==> config.mk <==
export PLATFORM = sky130hd
export DESIGN_NAME = wb_conmax_grant_ctrl_flat
export DESIGN_NICKNAME = d
export VERILOG_FILES = /design/src/rtl/wb_conmax_grant_ctrl_pkg.sv /design/src/rtl/wb_conmax_grant_ctrl_if.sv /design/src/rtl/wb_conmax_wdt.sv /design/src/rtl/wb_conmax_grant_ctrl.sv /design/src/flat_wrapper.sv
export SDC_FILE = /design/constraint.sdc
export NUM_CORES = 1
export LEC_CHECK = 0
export CAP_MARGIN = 15
export CORE_UTILIZATION = 30
export CTS_CLUSTER_SIZE = 14
export DETAILED_ROUTE_END_ITERATION = 7
export PLACE_DENSITY = 0.64
export SYNTH_ARGS = -nofsm -noshare
export SYNTH_HDL_FRONTEND = slang
export SYNTH_SLANG_ARGS = --single-unit
==> constraint.sdc <==
create_clock -name clk_i -period 6 [get_ports clk_i]
set_clock_uncertainty 0.15 [all_clocks]
set_input_delay 1.2 -clock clk_i [delete_from_list [all_inputs] [get_ports clk_i]]
set_output_delay 1.2 -clock clk_i [all_outputs]
set_load 0.02 [all_outputs]
==> src/rtl/wb_conmax_grant_ctrl_pkg.sv <==
// Shared constants for the per-slave grant sequencer: master count, state encodings and
// watchdog defaults.
package wb_conmax_grant_ctrl_pkg;

  localparam int unsigned NumMasters = 8;
  localparam int unsigned SelW       = 3;

  localparam int unsigned DefToW     = 8;
  localparam int unsigned DefToLimit = 255;

  localparam logic [1:0] StIdle    = 2'd0;
  localparam logic [1:0] StGrant   = 2'd1;
  localparam logic [1:0] StRelease = 2'd2;

  function automatic logic any_term(logic ack, logic err, logic rty);
    return ack | err | rty;
  endfunction

endpackage

==> src/rtl/wb_conmax_grant_ctrl_if.sv <==
// Bus bundle between one slave's grant sequencer and its masters / master-select logic.
interface wb_conmax_grant_ctrl_if;
  import wb_conmax_grant_ctrl_pkg::*;

  logic [NumMasters-1:0] cyc_i;
  logic [NumMasters-1:0] req_o;
  logic [SelW-1:0]       sel_i;
  logic                  ack_i;
  logic                  err_i;
  logic                  rty_i;
  logic                  gnt_vld_o;
  logic [SelW-1:0]       gnt_sel_o;
  logic                  next_o;
  logic                  to_o;
  logic [NumMasters-1:0] mask_o;

  modport slave (
    input  cyc_i, sel_i, ack_i, err_i, rty_i,
    output req_o, gnt_vld_o, gnt_sel_o, next_o, to_o, mask_o
  );

  modport master (
    output cyc_i, sel_i, ack_i, err_i, rty_i,
    input  req_o, gnt_vld_o, gnt_sel_o, next_o, to_o, mask_o
  );

endinterface

==> src/rtl/wb_conmax_wdt.sv <==
// Saturating watchdog counter; hit flags that the count has reached the limit.
module wb_conmax_wdt #(
  parameter int unsigned TO_W     = 8,
  parameter int unsigned TO_LIMIT = 255
) (
  input  logic clk_i,
  input  logic rst_n_i,
  input  logic clr,
  input  logic inc,
  input  logic en,
  output logic hit
);

  localparam logic [TO_W-1:0] Limit = TO_W'(TO_LIMIT);

  logic [TO_W-1:0] cnt_q, cnt_d;

  always_comb begin
    cnt_d = cnt_q;
    if (!en) begin
      cnt_d = '0;
    end else if (clr) begin
      cnt_d = '0;
    end else if (inc && (cnt_q != Limit)) begin
      cnt_d = cnt_q + 1'b1;
    end
  end

  always_ff @(posedge clk_i or negedge rst_n_i) begin
    if (!rst_n_i) begin
      cnt_q <= '0;
    end else begin
      cnt_q <= cnt_d;
    end
  end

  assign hit = en && (cnt_q == Limit);

endmodule

==> src/rtl/wb_conmax_grant_ctrl.sv <==
// Per-slave grant sequencer: masks requests, latches the selected master for a whole
// Wishbone cycle, pulses next on release and times out stalled masters.
module wb_conmax_grant_ctrl
  import wb_conmax_grant_ctrl_pkg::*;
#(
  parameter int unsigned TO_W     = DefToW,
  parameter int unsigned TO_LIMIT = DefToLimit,
  parameter bit          TO_EN    = 1'b1
) (
  input logic                   clk_i,
  input logic                   rst_n_i,
  wb_conmax_grant_ctrl_if.slave bus
);

  logic [1:0]            state_q, state_d;
  logic [SelW-1:0]       gnt_sel_q, gnt_sel_d;
  logic [NumMasters-1:0] mask_q, mask_d;
  logic                  gnt_vld_q, next_q, to_q;
  logic [NumMasters-1:0] req;
  logic                  term, own_cyc, timeout;
  logic                  wdt_clr, wdt_inc, wdt_hit;

  assign req     = bus.cyc_i & ~mask_q;
  assign term    = any_term(bus.ack_i, bus.err_i, bus.rty_i);
  assign own_cyc = bus.cyc_i[gnt_sel_q];

  always_comb begin
    state_d   = state_q;
    gnt_sel_d = gnt_sel_q;
    timeout   = 1'b0;
    wdt_clr   = 1'b0;
    wdt_inc   = 1'b0;
    case (state_q)
      StIdle: begin
        // A select that does not point at a live request is ignored.
        if (req[bus.sel_i]) begin
          gnt_sel_d = bus.sel_i;
          wdt_clr   = 1'b1;
          state_d   = StGrant;
        end
      end
      StGrant: begin
        if (!own_cyc) begin
          state_d = StRelease;
        end else if (term) begin
          wdt_clr = 1'b1;
        end else if (wdt_hit) begin
          timeout = 1'b1;
          state_d = StRelease;
        end else begin
          wdt_inc = 1'b1;
        end
      end
      StRelease: state_d = StIdle;
      default:   state_d = StIdle;
    endcase
  end

  // Lockout lasts until the master drops cyc; a fresh timeout wins over the clear.
  always_comb begin
    mask_d = mask_q & bus.cyc_i;
    if (timeout) begin
      mask_d[gnt_sel_q] = 1'b1;
    end
  end

  always_ff @(posedge clk_i or negedge rst_n_i) begin
    if (!rst_n_i) begin
      state_q   <= StIdle;
      gnt_sel_q <= '0;
      mask_q    <= '0;
      gnt_vld_q <= 1'b0;
      next_q    <= 1'b0;
      to_q      <= 1'b0;
    end else begin
      state_q   <= state_d;
      gnt_sel_q <= gnt_sel_d;
      mask_q    <= mask_d;
      gnt_vld_q <= (state_d == StGrant);
      next_q    <= (state_d == StRelease);
      to_q      <= timeout;
    end
  end

  wb_conmax_wdt #(
    .TO_W    (TO_W),
    .TO_LIMIT(TO_LIMIT)
  ) u_wdt (
    .clk_i  (clk_i),
    .rst_n_i(rst_n_i),
    .clr    (wdt_clr),
    .inc    (wdt_inc),
    .en     (TO_EN),
    .hit    (wdt_hit)
  );

  assign bus.req_o     = req;
  assign bus.gnt_vld_o = gnt_vld_q;
  assign bus.gnt_sel_o = gnt_sel_q;
  assign bus.next_o    = next_q;
  assign bus.to_o      = to_q;
  assign bus.mask_o    = mask_q;

endmodule
==> src/flat_wrapper.sv <==
// flat-port wrapper written by rule: the top's interface ports become plain ports
module wb_conmax_grant_ctrl_flat import wb_conmax_grant_ctrl_pkg::*;
#(
  parameter int unsigned TO_W     = DefToW,
  parameter int unsigned TO_LIMIT = DefToLimit,
  parameter bit          TO_EN    = 1'b1
)
  (clk_i, rst_n_i, bus_cyc_i, bus_sel_i, bus_ack_i, bus_err_i, bus_rty_i, bus_req_o, bus_gnt_vld_o, bus_gnt_sel_o, bus_next_o, bus_to_o, bus_mask_o);
  wb_conmax_grant_ctrl_if bus_i ();
  input logic clk_i;
  input logic rst_n_i;
  input wire logic [$bits(bus_i.cyc_i)-1:0] bus_cyc_i;
  input wire logic [$bits(bus_i.sel_i)-1:0] bus_sel_i;
  input wire logic [$bits(bus_i.ack_i)-1:0] bus_ack_i;
  input wire logic [$bits(bus_i.err_i)-1:0] bus_err_i;
  input wire logic [$bits(bus_i.rty_i)-1:0] bus_rty_i;
  output wire logic [$bits(bus_i.req_o)-1:0] bus_req_o;
  output wire logic [$bits(bus_i.gnt_vld_o)-1:0] bus_gnt_vld_o;
  output wire logic [$bits(bus_i.gnt_sel_o)-1:0] bus_gnt_sel_o;
  output wire logic [$bits(bus_i.next_o)-1:0] bus_next_o;
  output wire logic [$bits(bus_i.to_o)-1:0] bus_to_o;
  output wire logic [$bits(bus_i.mask_o)-1:0] bus_mask_o;
  assign bus_i.cyc_i = bus_cyc_i;
  assign bus_i.sel_i = bus_sel_i;
  assign bus_i.ack_i = bus_ack_i;
  assign bus_i.err_i = bus_err_i;
  assign bus_i.rty_i = bus_rty_i;
  assign bus_req_o = bus_i.req_o;
  assign bus_gnt_vld_o = bus_i.gnt_vld_o;
  assign bus_gnt_sel_o = bus_i.gnt_sel_o;
  assign bus_next_o = bus_i.next_o;
  assign bus_to_o = bus_i.to_o;
  assign bus_mask_o = bus_i.mask_o;
  wb_conmax_grant_ctrl #(.TO_W(TO_W), .TO_LIMIT(TO_LIMIT), .TO_EN(TO_EN)) u_core (.clk_i(clk_i), .rst_n_i(rst_n_i), .bus(bus_i));
endmodule
==> run metrics, run 1 <==
Avg Cell Area, Syn 11.1 sq um; Mapped Nets 137; Post-Synth XOR/XNOR Area 0%; fin crit share roughly two thirds; total power draw 0.541 mW; Via-to-Cell Ratio 5.38; DIE HEIGHT 68.5 um; Fin. Hold Viols 0; Net Sw Frac 38.6%; cell count after synthesis 120; CTS tree built; wire per inst 15.3 um; die area 0.00469 sq mm; static leakage between 0.7 and 0.8 nW; via count 1108; number of synthesis warnings 0; # placed instances 202; initial antenna violation count 0; Max Fclk between 200 and 300 MHz; Int Power 0.332 mW; crit path capture type output pin; CTS Hold Bufs 0; Post-Syn Area 0.00133 sq mm; Clk pwr share 16.9%; Fillers 387; ys flop type dfrtp_1; Reg clk slew, reported paths 0.08 ns; Post-CTS Setup Bufs 0; Critical Path Source Type input pin; drt pass-1 iters 4; sequential area share after synthesis 45.3%; fin cells 206; status complete, no violations; Die X 68.5 um; CP Class input pin to output pin; Hold WC Path Type flop to flop; Slew Viols, Final 0; Final nets 175; n_diodes 0; number of global-route vias before repair ~1100; largest net degree at the start of global routing 25; Sink Count 24; EDFF count, synth 0; Worst-Skew Late Latency 0.26 ns; Core Region 0.00412 sq mm; DRC Markers 0; Placement Rows 23; DP HPWL 2400 um; Netlist cell types 39; main combinational cell family by area after synthesis compound AO/OA/AOI/OAI gates; Iter 0 DRT Violations 66; final wirelength around 3200 um; WP data required 4.65 ns; net switching power 0.209 mW; unrepaired setup endpoints after global routing no; post-synthesis mux area share approximately 7.5%; commonest non-fill, non-tap cell in the layout clkdlybuf4s50_1; Clock Root Buffer clkbuf_8; Resized cells post-CTS 0; Antenna Nets Post-Route 0; wire length of the first global-routing pass around 5000 um; Min Hold Slack around 0.37 ns; Seq cells post-synth 24; Slew HR approximately 56%; max-cap viol count 0; CP max FO 3; power density over the cells 302 mW/mm^2; clk buf depth 2; H-tree Lvls 1; total grt overflow 0; area grow syn2layout 35.1%; initial core utilization 32.2%; Worst-Margin Slew 0.658 ns; CTS buffer count 3; Synth Area in Compound Gates 21.5%; Worst EP arrival 2.56 ns; Post-Synth Adder-Cell Area 0.943%; share of cells above drive strength 1 10.3%; PortBufs 37; Logic pwr share 41.3%; design area 0.00179 sq mm; Worst VDD drop 0.0000826 V; most frequent cells in the layout 37 x clkdlybuf4s50_1, 24 x dfrtp_1, 11 x nor2b_1; setup violators final 0; placed instance area 0.00172 sq mm; sequential share of power 41.7%; gr usage total 14.4%; Ports 38; Final Critical Period about 4 ns; asr flop ratio synth 100%; placer congestion estimate ~0.84; final setup TNS 0 ns; Synth Area in Simple Gates between 20% and 30%
[worst max-delay path, cell delays in order]
cell and delay (ns):
clkdlybuf4s50_1 0.50, nor2b_1 0.22, clkdlybuf4s50_1 0.63
[per-stage QoR]
stage	setup slack, ns	utilization [%]
after floorplan	3.10	-
after global routing	2.01	43.5
after detailed placement	2.09	41.9
final	2.09	43.5
after CTS	2.09	42.9
after global placement	2.06	41.9
[power by group through the flow]
stage	sequential, mW	combinational, mW	clock (mW)
floorplan	0.219	0.160	0
global placement	0.228	0.219	0
detailed placement	0.229	0.223	0
CTS	0.225	0.224	0.0963
global route	0.231	0.244	0.101
finish	0.226	0.224	0.0916
[sequential cells by signal, summed over array words and instances, names as in the netlist]
register	flops
u_core.bus.next_o	1
u_core.bus.mask_o	8
u_core.bus.to_o	1
u_core.bus.gnt_sel_o	3
u_core.state_q	2
u_core.u_wdt.cnt_q	8
u_core.bus.gnt_vld_o	1
[cell type report]
type	count	area, sq um	share of cell area (%)
Multi-Input combinational cell	88	678	37.8
Tap cell	50	62.6	3.49
Sequential cell	24	601	33.5
Inverter	3	11.3	0.628
Timing Repair Buffer	38	398	22.2
Clock buffer	3	41.3	2.30
[synthesized netlist by cell type, types with 2 or more instances]
cell type	number	area share, %
dfrtp_1	24	45
nor2b_1	11	5.2
nand2_1	9	2.5
a21oi_1	8	3.0
o31ai_1	8	4.5
nand3_1	5	1.9
or4_1	5	2.8
a32o_1	4	3.0
mux2_2	3	2.5
o21ai_0	3	1.1
o41ai_1	3	2.0
or3_1	3	1.4
and3_1	2	0.94
buf_2	2	0.75
buf_6	2	1.7
inv_1	2	0.57
mux2i_1	2	1.5
mux4_2	2	3.4
o21a_1	2	1.1
[path summary, 6_finish.rpt]
path	startpoint	endpoint	slack, ns	cells past startpoint
max	bus_cyc_i[7]	bus_req_o[7]	2.09	3
min	u_core.bus.mask_o[3]	u_core.bus.mask_o[3]	0.37	2
max reg2reg	u_core.bus.gnt_sel_o[2]	u_core.bus.mask_o[6]	3.48	6
min reg2reg	u_core.bus.mask_o[3]	u_core.bus.mask_o[3]	0.37	2
max in group asynchronous	rst_n_i	u_core.state_q[0]	4.10	2
min in group asynchronous	rst_n_i	u_core.bus.mask_o[3]	1.14	1
[layer usage]
metal	wire length, um	share of wire, %	vias to the layer above	GRT usage (%)
met5	0	0	-	0
met4	38	1.2	0	5.47
met3	205	6.5	5	1.81
met2	1500	48	38	25.2
met1	1410	45	530	17.8
li1	-	-	535	-
[logic make-up after synthesis]
group / after synthesis
AND/OR/NAND/NOR: 45
AO/OA/AOI/OAI: 35
buffers and inverters: 8
multiplexers: 7
adder cells (fa/ha/maj): 1
flip-flops: 24
(Power assumes the default switching activity.)
==> run 2, diff against run 1 <==
Clock period 6 ns to 4 ns, I/O delays scaled along.
==> run metrics, run 2 (synthesis results as in run 1) <==
unrepaired setup endpoints after global routing no; CTS Hold Bufs 0; Final nets roughly 180; CP max FO 3; fin crit share roughly 78%; Resized cells post-CTS 0; clk buf depth 2; share of cells above drive strength 1 between 10% and 20%; Hold WC Path Type flop to flop; Min Hold Slack 0.365 ns; gr usage total 14.2%; CP Class input pin to output pin; DIE HEIGHT 68.5 um; total grt overflow 0; cell mode on critical path clkdlybuf4s50_1; Worst-Skew Late Latency 0.26 ns; WP data required 3.05 ns; Via-to-Cell Ratio approximately 5.5; wire length of the first global-routing pass 5090 um; Critical Path Source Type input pin; via count about 1100; Fillers 375; worst path bufs/invs 2; design area 0.00179 sq mm; CP Cell Sequence clkdlybuf4s50_1 > nor2b_1 > clkdlybuf4s50_1; area of the multi-input gates ~680 sq um; setup violators final 0; CTS tree built; Ports 38; static leakage 0.715 nW; commonest non-fill, non-tap cell in the layout clkdlybuf4s50_1; CTS buffer count 3; power density over the cells 453 mW/mm^2; status complete, no violations; H-tree Lvls 1; Placement Rows 23; Slew Viols, Final 0; largest net degree at the start of global routing 25; number of global-route vias before repair slightly above 1000; Worst EP arrival 2.16 ns; die area 0.00469 sq mm; DRC Markers 0; Clock Root Buffer clkbuf_8; Core Region 0.00412 sq mm; most frequent cells in the layout 37 x clkdlybuf4s50_1, 24 x dfrtp_1, 11 x nor2b_1; Reg clk slew, reported paths 0.08 ns; DP HPWL 2380 um; Post-CTS Setup Bufs 0; Worst path max stage delay between 0.6 and 0.7 ns; PortBufs 37; n_diodes 0; final setup TNS 0 ns; wire per inst 15.1 um; Worst-Margin Slew approximately 0.7 ns; Iter 0 DRT Violations 42; Slew HR between 50 and 60%; Max Fclk 321 MHz; Fin. Hold Viols 0; placed instance area 0.00172 sq mm; drt pass-1 iters 4; register area 601 sq um; Slowest-stage cell, CP clkdlybuf4s50_1; Antenna Nets Post-Route 0; crit path capture type output pin; final wirelength roughly 3100 um; Die X 68.5 um; Worst VDD drop between 0.00015 and 0.0002 V; Sink Count 24; area grow syn2layout 35.1%; placer congestion estimate 0.840; max-cap viol count 0; Largest delay share family, worst path buffers and inverters; initial core utilization 32.2%; total power draw 0.811 mW; Final Critical Period 3.11 ns; initial antenna violation count 0
[run 2: area by class of cell]
type	count	share of cell area, %
clock buffer	3	2.30
multi-input combinational	88	37.8
timing repair buffer	38	22.2
inverter	3	0.628
tap	50	3.49
sequential	24	33.5
[run 2: worst paths after layout]
path,startpoint,endpoint,slack (ns),cells past startpoint
setup / recovery,bus_cyc_i[5],bus_req_o[5],0.89,3
hold / removal,u_core.bus.mask_o[0],u_core.bus.mask_o[0],0.36,2
setup reg to reg,u_core.bus.gnt_sel_o[2],u_core.bus.mask_o[6],1.50,6
hold reg to reg,u_core.bus.mask_o[0],u_core.bus.mask_o[0],0.36,2
max in group asynchronous,rst_n_i,u_core.u_wdt.cnt_q[1],2.58,2
min in group asynchronous,rst_n_i,u_core.bus.mask_o[0],0.69,1
[run 2: worst register-to-register path, delay by kind of cell (launching register included)]
family	cells	cell delay, ns
AOI/OAI and AO/OA	2	0.65
DFF	1	0.58
and+or+nand+nor	2	0.53
muxes	1	0.38
buffers and inverters	1	0.11
[run 2: per-layer routing]
metal  vias up  GRT usage, %  wire (um)
li1        540             -          -
met1       549          18.8       1390
met2        37          24.5       1520
met3         0          1.97        200
met4         0          3.13          0
met5         -             0          0
[run 2: per-stage QoR]
stage | setup slack, ns | util, % | cells
floorplan | 1.50 | - | 120
global placement | 0.861 | 41.9 | 202
detailed placement | 0.879 | 41.9 | 202
CTS | 0.874 | 42.9 | 205
global route | 0.797 | 43.5 | 206
finish | 0.887 | 43.5 | 206
[run 2: where the power goes]
| part | leakage, nW | switching [mW] | total [mW] | internal (mW) |
|---|---|---|---|---|
| Clock | 0.0216 | 0.0697 | 0.137 | 0.0671 |
| Combinational | 0.369 | 0.182 | 0.337 | 0.155 |
| Sequential | 0.324 | 0.0617 | 0.337 | 0.275 |
